==> config.mk <==
export PLATFORM = sky130hd
export DESIGN_NAME = writeback_retire_flat
export DESIGN_NICKNAME = d
export VERILOG_FILES = /design/src/rtl/writeback_retire_pkg.sv /design/src/rtl/writeback_retire_if.sv /design/src/rtl/writeback_retire_fifo.sv /design/src/rtl/writeback_retire.sv /design/src/flat_wrapper.sv
export SDC_FILE = /design/constraint.sdc
export NUM_CORES = 1
export LEC_CHECK = 0
export ABC_AREA = 0
export CAP_MARGIN = 10
export CORE_MARGIN = 2
export CORE_UTILIZATION = 36
export CTS_CLUSTER_SIZE = 20
export DETAILED_ROUTE_END_ITERATION = 7
export MAX_ROUTING_LAYER = met4
export PLACE_DENSITY_LB_ADDON = 0.15
export RECOVER_POWER = 100
export SYNTH_ARGS = -nofsm -noshare
export SYNTH_HDL_FRONTEND = slang
export SYNTH_SLANG_ARGS = --single-unit
==> constraint.sdc <==
create_clock -name clk -period 4.2 [get_ports clk]
set_input_delay 0.84 -clock clk [delete_from_list [all_inputs] [get_ports clk]]
set_output_delay 0.84 -clock clk [all_outputs]
set_load 0.05 [all_outputs]
==> src/rtl/writeback_retire_pkg.sv <==
// Purpose: shared widths and the retire-buffer entry layout used by the
//          memory stage and the writeback/retire block.
// Contents: XLEN/RA_W/EXC_W/CNT_W widths, default buffer geometry,
//           ret_entry_t payload and its packed width.
package writeback_retire_pkg;

  localparam int unsigned XLEN     = 32;
  localparam int unsigned RA_W     = 5;
  localparam int unsigned EXC_W    = 4;
  localparam int unsigned CNT_W    = 64;
  localparam int unsigned INSTR_W  = 32;
  localparam int unsigned WB_DEPTH = 4;
  localparam int unsigned WB_RET_W = 2;

  // One completed instruction waiting to retire.
  typedef struct packed {
    logic [XLEN-1:0]    pc;
    logic [INSTR_W-1:0] instr;
    logic               rd_wen;
    logic [RA_W-1:0]    rd_addr;
    logic [XLEN-1:0]    result;
    logic               exc_valid;
    logic [EXC_W-1:0]   exc_code;
    logic               halt;
  } ret_entry_t;

  localparam int unsigned RET_ENTRY_W = $bits(ret_entry_t);

endpackage

==> src/rtl/writeback_retire_if.sv <==
// Purpose: memory-stage -> writeback enqueue handshake.
// Signals: in_valid/in_ready handshake plus the completed-instruction
//          fields (pc, instr, rd_wen, rd_addr, result, exc_valid,
//          exc_code, halt).
// Modports: master = memory stage (producer), slave = writeback_retire.
interface writeback_retire_if;
  import writeback_retire_pkg::*;

  logic               in_valid;
  logic               in_ready;
  logic [XLEN-1:0]    in_pc;
  logic [INSTR_W-1:0] in_instr;
  logic               in_rd_wen;
  logic [RA_W-1:0]    in_rd_addr;
  logic [XLEN-1:0]    in_result;
  logic               in_exc_valid;
  logic [EXC_W-1:0]   in_exc_code;
  logic               in_halt;

  modport master (
    output in_valid, in_pc, in_instr, in_rd_wen, in_rd_addr, in_result,
           in_exc_valid, in_exc_code, in_halt,
    input  in_ready
  );

  modport slave (
    input  in_valid, in_pc, in_instr, in_rd_wen, in_rd_addr, in_result,
           in_exc_valid, in_exc_code, in_halt,
    output in_ready
  );

endinterface

==> src/rtl/writeback_retire_fifo.sv <==
// Purpose: in-order retire buffer storage (retire_fifo): DEPTH entries,
//          single push, multi-pop of up to RET_W entries per cycle.
// Ports: clk, reset (sync, active-high), i_push/i_push_data enqueue,
//        i_pop_n entries removed at the edge, i_clear empties the buffer,
//        o_full, o_lane_data/o_lane_occ = head+0..head+RET_W-1 view.
module writeback_retire_fifo
  import writeback_retire_pkg::*;
#(
  parameter  int unsigned DEPTH = WB_DEPTH,
  parameter  int unsigned RET_W = WB_RET_W,
  localparam int unsigned PTR_W = $clog2(DEPTH),
  localparam int unsigned OCC_W = $clog2(DEPTH + 1),
  localparam int unsigned POP_W = $clog2(RET_W + 1)
) (
  input  logic             clk,
  input  logic             reset,
  input  logic             i_push,
  input  ret_entry_t       i_push_data,
  input  logic [POP_W-1:0] i_pop_n,
  input  logic             i_clear,
  output logic             o_full,
  output ret_entry_t       o_lane_data [RET_W],
  output logic [RET_W-1:0] o_lane_occ
);

  ret_entry_t       r_mem [DEPTH];
  logic [PTR_W-1:0] r_head;
  logic [PTR_W-1:0] r_tail;
  logic [OCC_W-1:0] r_count;

  // Pointers wrap naturally because DEPTH is a power of two.
  always_ff @(posedge clk) begin
    if (reset || i_clear) begin
      r_head  <= '0;
      r_tail  <= '0;
      r_count <= '0;
    end else begin
      if (i_push) r_tail <= r_tail + PTR_W'(1);
      r_head  <= r_head + PTR_W'(i_pop_n);
      r_count <= r_count + OCC_W'(i_push) - OCC_W'(i_pop_n);
    end
  end

  // Payload storage needs no reset; occupancy comes from r_count.
  always_ff @(posedge clk) begin
    if (i_push && !reset && !i_clear) r_mem[r_tail] <= i_push_data;
  end

  // Head-relative lane view; occupancy from the count, not pointer equality.
  always_comb begin
    for (int i = 0; i < int'(RET_W); i++) begin
      o_lane_data[i] = r_mem[r_head + PTR_W'(i)];
      o_lane_occ[i]  = (OCC_W'(i) < r_count);
    end
  end

  assign o_full = (r_count == OCC_W'(DEPTH));

endmodule

==> src/rtl/writeback_retire.sv <==
// Purpose: buffered multi-lane writeback/retire stage between the memory
//          stage and the register file / CSR unit.
// Ports: clk, reset (sync, active-high); bus = enqueue handshake (slave);
//        trap_vector flush target; wr_en/wr_addr/wr_data per-lane regfile
//        writes; exc_take/exc_pc/exc_code to CSR; flush/flush_addr
//        redirect; halt_out sticky halt; instret retired count.
module writeback_retire
  import writeback_retire_pkg::*;
#(
  parameter  int unsigned DEPTH = WB_DEPTH,
  parameter  int unsigned RET_W = WB_RET_W,
  localparam int unsigned POP_W = $clog2(RET_W + 1)
) (
  input  logic                   clk,
  input  logic                   reset,
  writeback_retire_if.slave      bus,
  input  logic [XLEN-1:0]        trap_vector,
  output logic [RET_W-1:0]       wr_en,
  output logic [RET_W*RA_W-1:0]  wr_addr,
  output logic [RET_W*XLEN-1:0]  wr_data,
  output logic                   exc_take,
  output logic [XLEN-1:0]        exc_pc,
  output logic [EXC_W-1:0]       exc_code,
  output logic                   flush,
  output logic [XLEN-1:0]        flush_addr,
  output logic                   halt_out,
  output logic [CNT_W-1:0]       instret
);

  ret_entry_t       w_lane [RET_W];
  ret_entry_t       w_in_entry;
  logic [RET_W-1:0] w_occ;
  logic [RET_W-1:0] w_elig;
  logic [RET_W-1:0] w_ret;
  logic [POP_W-1:0] w_pop_n;
  logic             w_full;
  logic             w_exc;
  logic             w_halt_hit;
  logic             w_push;
  logic             r_halt;
  logic [CNT_W-1:0] r_instret;

  // Pack the enqueue fields into a buffer entry.
  always_comb begin
    w_in_entry           = '0;
    w_in_entry.pc        = bus.in_pc;
    w_in_entry.instr     = bus.in_instr;
    w_in_entry.rd_wen    = bus.in_rd_wen;
    w_in_entry.rd_addr   = bus.in_rd_addr;
    w_in_entry.result    = bus.in_result;
    w_in_entry.exc_valid = bus.in_exc_valid;
    w_in_entry.exc_code  = bus.in_exc_code;
    w_in_entry.halt      = bus.in_halt;
  end

  assign bus.in_ready = !w_full && !r_halt && !w_exc && !reset;
  assign w_push       = bus.in_valid && bus.in_ready;

  writeback_retire_fifo #(
    .DEPTH (DEPTH),
    .RET_W (RET_W)
  ) u_fifo (
    .clk         (clk),
    .reset       (reset),
    .i_push      (w_push),
    .i_push_data (w_in_entry),
    .i_pop_n     (w_pop_n),
    .i_clear     (w_exc),
    .o_full      (w_full),
    .o_lane_data (w_lane),
    .o_lane_occ  (w_occ)
  );

  // Lane eligibility: an in-order chain that stops after an excepting or
  // halting lane. Reset suppresses all retirement in its cycle.
  always_comb begin
    logic v_chain;
    v_chain    = !r_halt && !reset;
    w_elig     = '0;
    w_ret      = '0;
    w_exc      = 1'b0;
    w_halt_hit = 1'b0;
    w_pop_n    = '0;
    exc_pc     = '0;
    exc_code   = '0;
    for (int i = 0; i < int'(RET_W); i++) begin
      w_elig[i] = w_occ[i] && v_chain;
      w_ret[i]  = w_elig[i] && !w_lane[i].exc_valid;
      if (w_elig[i] && w_lane[i].exc_valid) begin
        w_exc    = 1'b1;
        exc_pc   = w_lane[i].pc;
        exc_code = w_lane[i].exc_code;
      end
      if (w_ret[i] && w_lane[i].halt) w_halt_hit = 1'b1;
      if (w_ret[i]) w_pop_n = w_pop_n + POP_W'(1);
      v_chain = w_elig[i] && !w_lane[i].exc_valid && !w_lane[i].halt;
    end
  end

  // Regfile writes: x0 suppressed; same-cycle WAW keeps only the youngest.
  always_comb begin
    logic [RET_W-1:0] v_base;
    logic             v_kill;
    wr_en   = '0;
    wr_addr = '0;
    wr_data = '0;
    v_base  = '0;
    v_kill  = 1'b0;
    for (int i = 0; i < int'(RET_W); i++) begin
      v_base[i] = w_ret[i] && w_lane[i].rd_wen && (w_lane[i].rd_addr != '0);
    end
    for (int i = 0; i < int'(RET_W); i++) begin
      v_kill = 1'b0;
      for (int j = i + 1; j < int'(RET_W); j++) begin
        if (v_base[j] && (w_lane[j].rd_addr == w_lane[i].rd_addr)) v_kill = 1'b1;
      end
      wr_en[i]                = v_base[i] && !v_kill;
      wr_addr[i*RA_W +: RA_W] = w_lane[i].rd_addr;
      wr_data[i*XLEN +: XLEN] = w_lane[i].result;
    end
  end

  assign exc_take   = w_exc;
  assign flush      = w_exc;
  assign flush_addr = trap_vector;

  // Sticky halt and retired-instruction counter.
  always_ff @(posedge clk) begin
    if (reset) begin
      r_halt    <= 1'b0;
      r_instret <= '0;
    end else begin
      if (w_halt_hit) r_halt <= 1'b1;
      r_instret <= r_instret + CNT_W'(w_pop_n);
    end
  end

  assign halt_out = r_halt;
  assign instret  = r_instret;

`ifdef SIMULATE
  // Retirement trace: one line per retired lane.
  always @(posedge clk) begin
    for (int i = 0; i < int'(RET_W); i++) begin
      if (w_ret[i]) begin
        $display("%0t pc=%h instr=%h rd=%0d result=%h", $time,
                 w_lane[i].pc, w_lane[i].instr, w_lane[i].rd_addr, w_lane[i].result);
      end
    end
  end
`endif

endmodule
==> src/flat_wrapper.sv <==
// flat-port wrapper written by rule: the top's interface ports become plain ports
module writeback_retire_flat import writeback_retire_pkg::*;
#(
  parameter  int unsigned DEPTH = WB_DEPTH,
  parameter  int unsigned RET_W = WB_RET_W,
  localparam int unsigned POP_W = $clog2(RET_W + 1)
)
  (clk, reset, trap_vector, wr_en, wr_addr, wr_data, exc_take, exc_pc, exc_code, flush, flush_addr, halt_out, instret, bus_in_valid, bus_in_pc, bus_in_instr, bus_in_rd_wen, bus_in_rd_addr, bus_in_result, bus_in_exc_valid, bus_in_exc_code, bus_in_halt, bus_in_ready);
  writeback_retire_if bus_i ();
  input  logic clk;
  input  logic reset;
  input  logic [XLEN-1:0] trap_vector;
  output logic [RET_W-1:0] wr_en;
  output logic [RET_W*RA_W-1:0] wr_addr;
  output logic [RET_W*XLEN-1:0] wr_data;
  output logic exc_take;
  output logic [XLEN-1:0] exc_pc;
  output logic [EXC_W-1:0] exc_code;
  output logic flush;
  output logic [XLEN-1:0] flush_addr;
  output logic halt_out;
  output logic [CNT_W-1:0] instret;
  input wire logic [$bits(bus_i.in_valid)-1:0] bus_in_valid;
  input wire logic [$bits(bus_i.in_pc)-1:0] bus_in_pc;
  input wire logic [$bits(bus_i.in_instr)-1:0] bus_in_instr;
  input wire logic [$bits(bus_i.in_rd_wen)-1:0] bus_in_rd_wen;
  input wire logic [$bits(bus_i.in_rd_addr)-1:0] bus_in_rd_addr;
  input wire logic [$bits(bus_i.in_result)-1:0] bus_in_result;
  input wire logic [$bits(bus_i.in_exc_valid)-1:0] bus_in_exc_valid;
  input wire logic [$bits(bus_i.in_exc_code)-1:0] bus_in_exc_code;
  input wire logic [$bits(bus_i.in_halt)-1:0] bus_in_halt;
  output wire logic [$bits(bus_i.in_ready)-1:0] bus_in_ready;
  assign bus_i.in_valid = bus_in_valid;
  assign bus_i.in_pc = bus_in_pc;
  assign bus_i.in_instr = bus_in_instr;
  assign bus_i.in_rd_wen = bus_in_rd_wen;
  assign bus_i.in_rd_addr = bus_in_rd_addr;
  assign bus_i.in_result = bus_in_result;
  assign bus_i.in_exc_valid = bus_in_exc_valid;
  assign bus_i.in_exc_code = bus_in_exc_code;
  assign bus_i.in_halt = bus_in_halt;
  assign bus_in_ready = bus_i.in_ready;
  writeback_retire #(.DEPTH(DEPTH), .RET_W(RET_W)) u_core (.clk(clk), .reset(reset), .bus(bus_i), .trap_vector(trap_vector), .wr_en(wr_en), .wr_addr(wr_addr), .wr_data(wr_data), .exc_take(exc_take), .exc_pc(exc_pc), .exc_code(exc_code), .flush(flush), .flush_addr(flush_addr), .halt_out(halt_out), .instret(instret));
endmodule
Word level (Yosys, flattened, before mapping). Memory sizes are Yosys's and may differ from the RTL's. A register that Yosys moved wholly into a read port is not among the register bits. Index checks and enable logic that the tools add are counted. W data, S select, Z words.

Word-level logic and storage cells: 64. Bits in registers: 72. Memories: 1. RAM bits: 432.

Memory list: u_core.u_fifo.r_mem (depth 4, width 108, read ports 2, clocked after memory_dff 1, wr ports 1, line writeback_retire_fifo.sv:26) `ret_entry_t r_mem [DEPTH];`.

$add $sub $neg: 7. Equal/unequal tests: 2. $lt $le $gt $ge: 2. Mux-type cells: 14. Reduce and logical (&&, ||, !) cells: 33.

Operator list (count): $add A64 B2 Y64 (1); $mux W32 (2); $logic_and A1 B1 Y1 (22); $reduce_bool A5 Y1 (2); $logic_not A1 Y1 (8); $mux W1 (8); $mux W4 (2); $lt A1 B3 Y1 const A (2); $eq A5 B5 Y1 (1); $add A2 B1 Y2 const B (2); $mux W2 (2); $add A3 B1 Y3 (1); $eq A3 B3 Y1 const B (1); $sub A3 B2 Y3 (1); $add A1 B1 Y2 const B (1); $add A2 B2 Y2 (1); $logic_or A1 B1 Y1 (1).

Depth between registers and ports, before layout.
Depth after elaboration: 16. Depth in mapped cells: 16. Gate-level depth less buffers: 13.

Hierarchy. From an unflattened synthesis, not the netlist that was laid out.

Cell total of the unflattened synthesis: 1190. Area total of the unflattened synthesis: 22495.3 um2.

Modules (own cells, without submodules): writeback_retire_fifo (instances 1, area an instance 18611.6 um2, seq. area each 13112.6 um2, cells each 737); writeback_retire (instances 1, area an instance 3883.7 um2, seq. area each 1301.2 um2, cells each 453).

Worst setup path before layout. No wires, ideal clock.

Path kind: input-to-reg. Start: input port reset. End: memory u_core.u_fifo.r_mem[0][0] in the netlist's numbering (enable). Data required time: 3757 ps. Data arrival time: 3413 ps. Setup slack: 344 ps. Library setup time: 443 ps. Cell stages on the path: 5. Path through: nor2_1 > a21boi_0 > and2_1 > and3_1 > and2_1.

Longest elaborated chain between the ends: 16. Elaborated cells on any way between the ends: 18.

RTL lines: from (decl) (line flat_wrapper.sv:11) `input logic reset;`; $logic_not A1 Y1 (*) (line writeback_retire_fifo.sv:46, writeback_retire.sv:56, writeback_retire.sv:78); $logic_and A1 B1 Y1 (line writeback_retire.sv:78) `v_chain = !r_halt && !reset;`; $logic_and A1 B1 Y1 (line writeback_retire.sv:87) `w_elig[i] = w_occ[i] && v_chain;`; $logic_and A1 B1 Y1 (2 in series) (line writeback_retire.sv:96) `v_chain = w_elig[i] && !w_lane[i].exc_valid && !w_lane[i].halt;`; $logic_and A1 B1 Y1 (line writeback_retire.sv:87); $logic_and A1 B1 Y1 (line writeback_retire.sv:89) `if (w_elig[i] && w_lane[i].exc_valid) begin`; $mux W1 (line writeback_retire.sv:89); $logic_not A1 Y1 (line writeback_retire_fifo.sv:46, writeback_retire.sv:56); $logic_and A1 B1 Y1 (2 in series) (line writeback_retire.sv:56) `assign bus.in_ready = !w_full && !r_halt && !w_exc && !reset;`; $logic_and A1 B1 Y1 (line writeback_retire.sv:57) `assign w_push = bus.in_valid && bus.in_ready;`; $logic_and A1 B1 Y1 (line writeback_retire_fifo.sv:46) `if (i_push && !reset && !i_clear) r_mem[r_tail] <= i_push_data;`; $logic_and A1 B1 Y1 (*) (line writeback_retire_fifo.sv:46); $mux W1 (*) (line writeback_retire_fifo.sv:46); $mux W1 (implied by the code) (*) (line writeback_retire_fifo.sv:46); to (decl) (line writeback_retire_fifo.sv:26).

Mark *: on every way between the ends. The rest lies on a longest branch, timed or not.

==> impl_metrics.tcl <==
set metrics [dict create \
    status "completed" \
    cts_setup_buffers 0 \
    crit_path_top_delay_cell "dlygate4sd3_1" \
    h-tree-depth 2 \
    die-area_mm2 0.04993 \
    finClkSkew_ps 16.06 \
    crit_path_max_fanout 135 \
    worst_pin_slew_ps 1430 \
    maxSlewViolCount 0 \
    setup_viol 0 \
    synthToLayoutAreaGrowth_pct 25.20 \
    finalCritPeriodShare_pct 94.73 \
    whs_ps 496.4 \
    drv_cap 0 \
    clk_latency_ps 570 \
    finalHoldViolations 0 \
    yosys_warnings 0 \
    drt_pre_antenna_iters 5 \
    fill_cells 4287 \
    grt_pass1_wl_mm 62.63 \
    ys_seq_area_share_pct 60.97 \
    pwr-share-comb_pct 27.8 \
    required_ps 3360 \
    first_global_vias 10950 \
    synth_area_leaders "edfxtp_1 (53%), mux4_2 (10%), dfxtp_1 (8.3%)" \
    syn_area_per_cell_um2 14.10 \
    cp_top_family "buffers and inverters" \
    crit_path_start_kind "flip-flop" \
    dieHeight_um 223.5 \
    cts_root_buffer "clkbuf_16" \
    tns_ps 0 \
    ys.flop_type "edfxtp_1" \
    seqPwrFrac_pct 39.8 \
    syn-num-nets 1385 \
    cts.sinks 376 \
    fin_crit_ps 3979 \
    io_pins 355 \
    cts_buffer_depth 3 \
    clk_pin_slew_ps 60 \
    ys_ff_latch 376 \
    worstPathCellList "buf_6 > buf_12 > mux4_2 > dlygate4sd3_1" \
    cp.depth 4 \
    cts_tree "yes" \
    end_kind "primary output" \
    switching_share_pct 32.32 \
    layout-drive-gt1-share_pct 15.24 \
    synth_commonest_cells "edfxtp_1 (304), nor2_1 (93), mux2i_1 (78), mux4_2 (78), dfxtp_1 (72)" \
    start_util_pct 36.39 \
    synth.distinct_cells 52 \
    drc 0 \
    p_int_w 0.007392 \
    yosysTopAreaCell "edfxtp_1" \
    synth.most_common_cell "edfxtp_1" \
    clock.fmax_ghz 0.2513 \
    core_area_mm2 0.04765 \
    post_drt_wl_per_cell_um 19.20 \
    dp_hpwl_mm 25.44 \
    synth_area_mm2 0.01734 \
    cp.arrival_ps 3140 \
    grt_use_total_pct 16.70 \
    port_buffers 258 \
    hp-class "reg2reg" \
    antenna_found_initial 14 \
    clkPwrFrac_pct 32.4 \
    p_sw_w 0.003530 \
    max_stage_delay_ps 780 \
    rsz0062_at_grt "false" \
    drt_wl_total_mm 40.51 \
    numCtsBuffers 44 \
    viasPerCell 5.245 \
    vias 11070 \
    layout.nets 1605 \
    place.gp.congestion 0.7713 \
    std_cell_rows 80 \
    antenna_left 0 \
    synthCells 1230 \
    drt-initial-drc-count 632 \
    synthArstFlopShare_pct 0 \
    power_density_mw_per_mm2 503.1 \
    synth_edf_count 304 \
    fp.dieW_um 223.5 \
    r2r_cells 5 \
    grt_start_max_net_pins 136 \
    hold_depth 2 \
    synth_top_area_share_pct 52.65 \
    grt_overflow_total 0 \
    path_buf_inv 3 \
    hold_buffers 0 \
    ir_worst_vdd_uv 311.5 \
    slew_headroom_pct 4.634 \
    worstSetupPathType "reg2out" \
    leakage_nw 7.119 \
]
worst min-delay path, stage by stage (launching register included):
cell	delay [ps]
dfxtp_1	330
o41ai_1	60
a21oi_1	50
cells in the final DEF, fill, tap and decap left out, types with 8 or more instances in the layout:
master and count:
dfxtp_1 70, clkinv_1 11, dlygate4sd3_1 201, o21ai_0 56, nand2_1 60, mux4_2 78
and3_1 8, xor2_1 34, or3_1 22, a21oi_1 70, mux2i_1 78, buf_12 15
xnor2_1 11, and2_1 9, nand4_1 20, edfxtp_1 304, clkbuf_1 33, ha_1 10
nand3_1 18, o31ai_1 9, buf_4 8, clkbuf_16 45, o22ai_1 39, or4_1 10
clkbuf_2 9, clkdlybuf4s50_1 11, inv_1 21, mux2_2 34, nor2_1 93, diode_2 12
cells by family after synthesis:
logic type      count (synthesis)  synth area share, %
xor+xnor                       45                2.273
compound gates                190                6.170
buf+inv                       130                3.947
flops                         376                60.97
fa+ha+maj                      12               0.9526
simple gates                  281                8.458
mux                           196                17.23
state kept, by name, summed over array words and instances (netlist names):
register / count
u_core.instret: 64
u_core.halt_out: 1
u_core.u_fifo.r_head: 2
u_core.u_fifo.r_count: 3
u_core.u_fifo.r_mem: 304
u_core.u_fifo.r_tail: 2
timing repair:
| action | CTS | global route |
|---|---|---|
| gates resized for setup | 3 | 4 |
| setup endpoints to repair | 59 | 10 |
| hold endpoints to repair | 0 | 0 |
cell type report:
type | count | area [um2] | area share (%)
Inverter | 21 | 78.83 | 0.3631
Clock inverter | 21 | 148.9 | 0.6859
Multi-Input combinational cell | 724 | 6095 | 28.08
Antenna cell | 12 | 30.03 | 0.1383
Timing Repair Buffer | 283 | 2833 | 13.05
Sequential cell | 376 | 10580 | 48.73
Tap cell | 615 | 769.5 | 3.545
Clock buffer | 58 | 1175 | 5.412
power by group through the flow:
stage | combinational [W] | sequential, W | clock (W)
after floorplan | 0.00228 | 0.00441 | 0
after global placement | 0.00337 | 0.00441 | 0
after detailed placement | 0.00339 | 0.00442 | 0
after CTS | 0.00340 | 0.00434 | 0.00368
after global routing | 0.00325 | 0.00437 | 0.00382
final | 0.00303 | 0.00435 | 0.00354
metrics by stage:
step | total power [W] | std cells | setup WS, ps | instance area (um2) | util, %
6_report | 0.01092 | 2110 | 221.4 | 21710 | 45.56
5_1_grt | 0.01143 | 2110 | 17.38 | 21710 | 45.56
4_1_cts | 0.01142 | 2098 | 59.35 | 22170 | 46.52
3_5_place_dp | 0.007804 | 2019 | 171.4 | 20830 | 43.72
3_3_place_gp | 0.007776 | 2019 | 235.2 | 20830 | 43.72
2_1_floorplan | 0.006691 | 1230 | 343.9 | 17340 | -
per-layer routing:
metal	global-route usage [%]	routed length [um]	share of wire, %
met2	27.43	19730	49
met5	-	0	0
met4	5.161	923	2.3
met1	20.13	17290	43
met3	4.504	2570	6.3
final timing paths:
| path | startpoint | end | slack, ps |
|---|---|---|---|
| worst max register to register | u_core.u_fifo.r_head[0] | u_core.u_fifo.r_mem[3][10] | 360 |
| worst max-delay path | u_core.u_fifo.r_head[0] | wr_data[29] | 220 |
| worst min register to register | u_core.instret[63] | u_core.instret[63] | 500 |
| worst min-delay path | u_core.instret[63] | u_core.instret[63] | 500 |
Power figures use the tool's default switching activity.
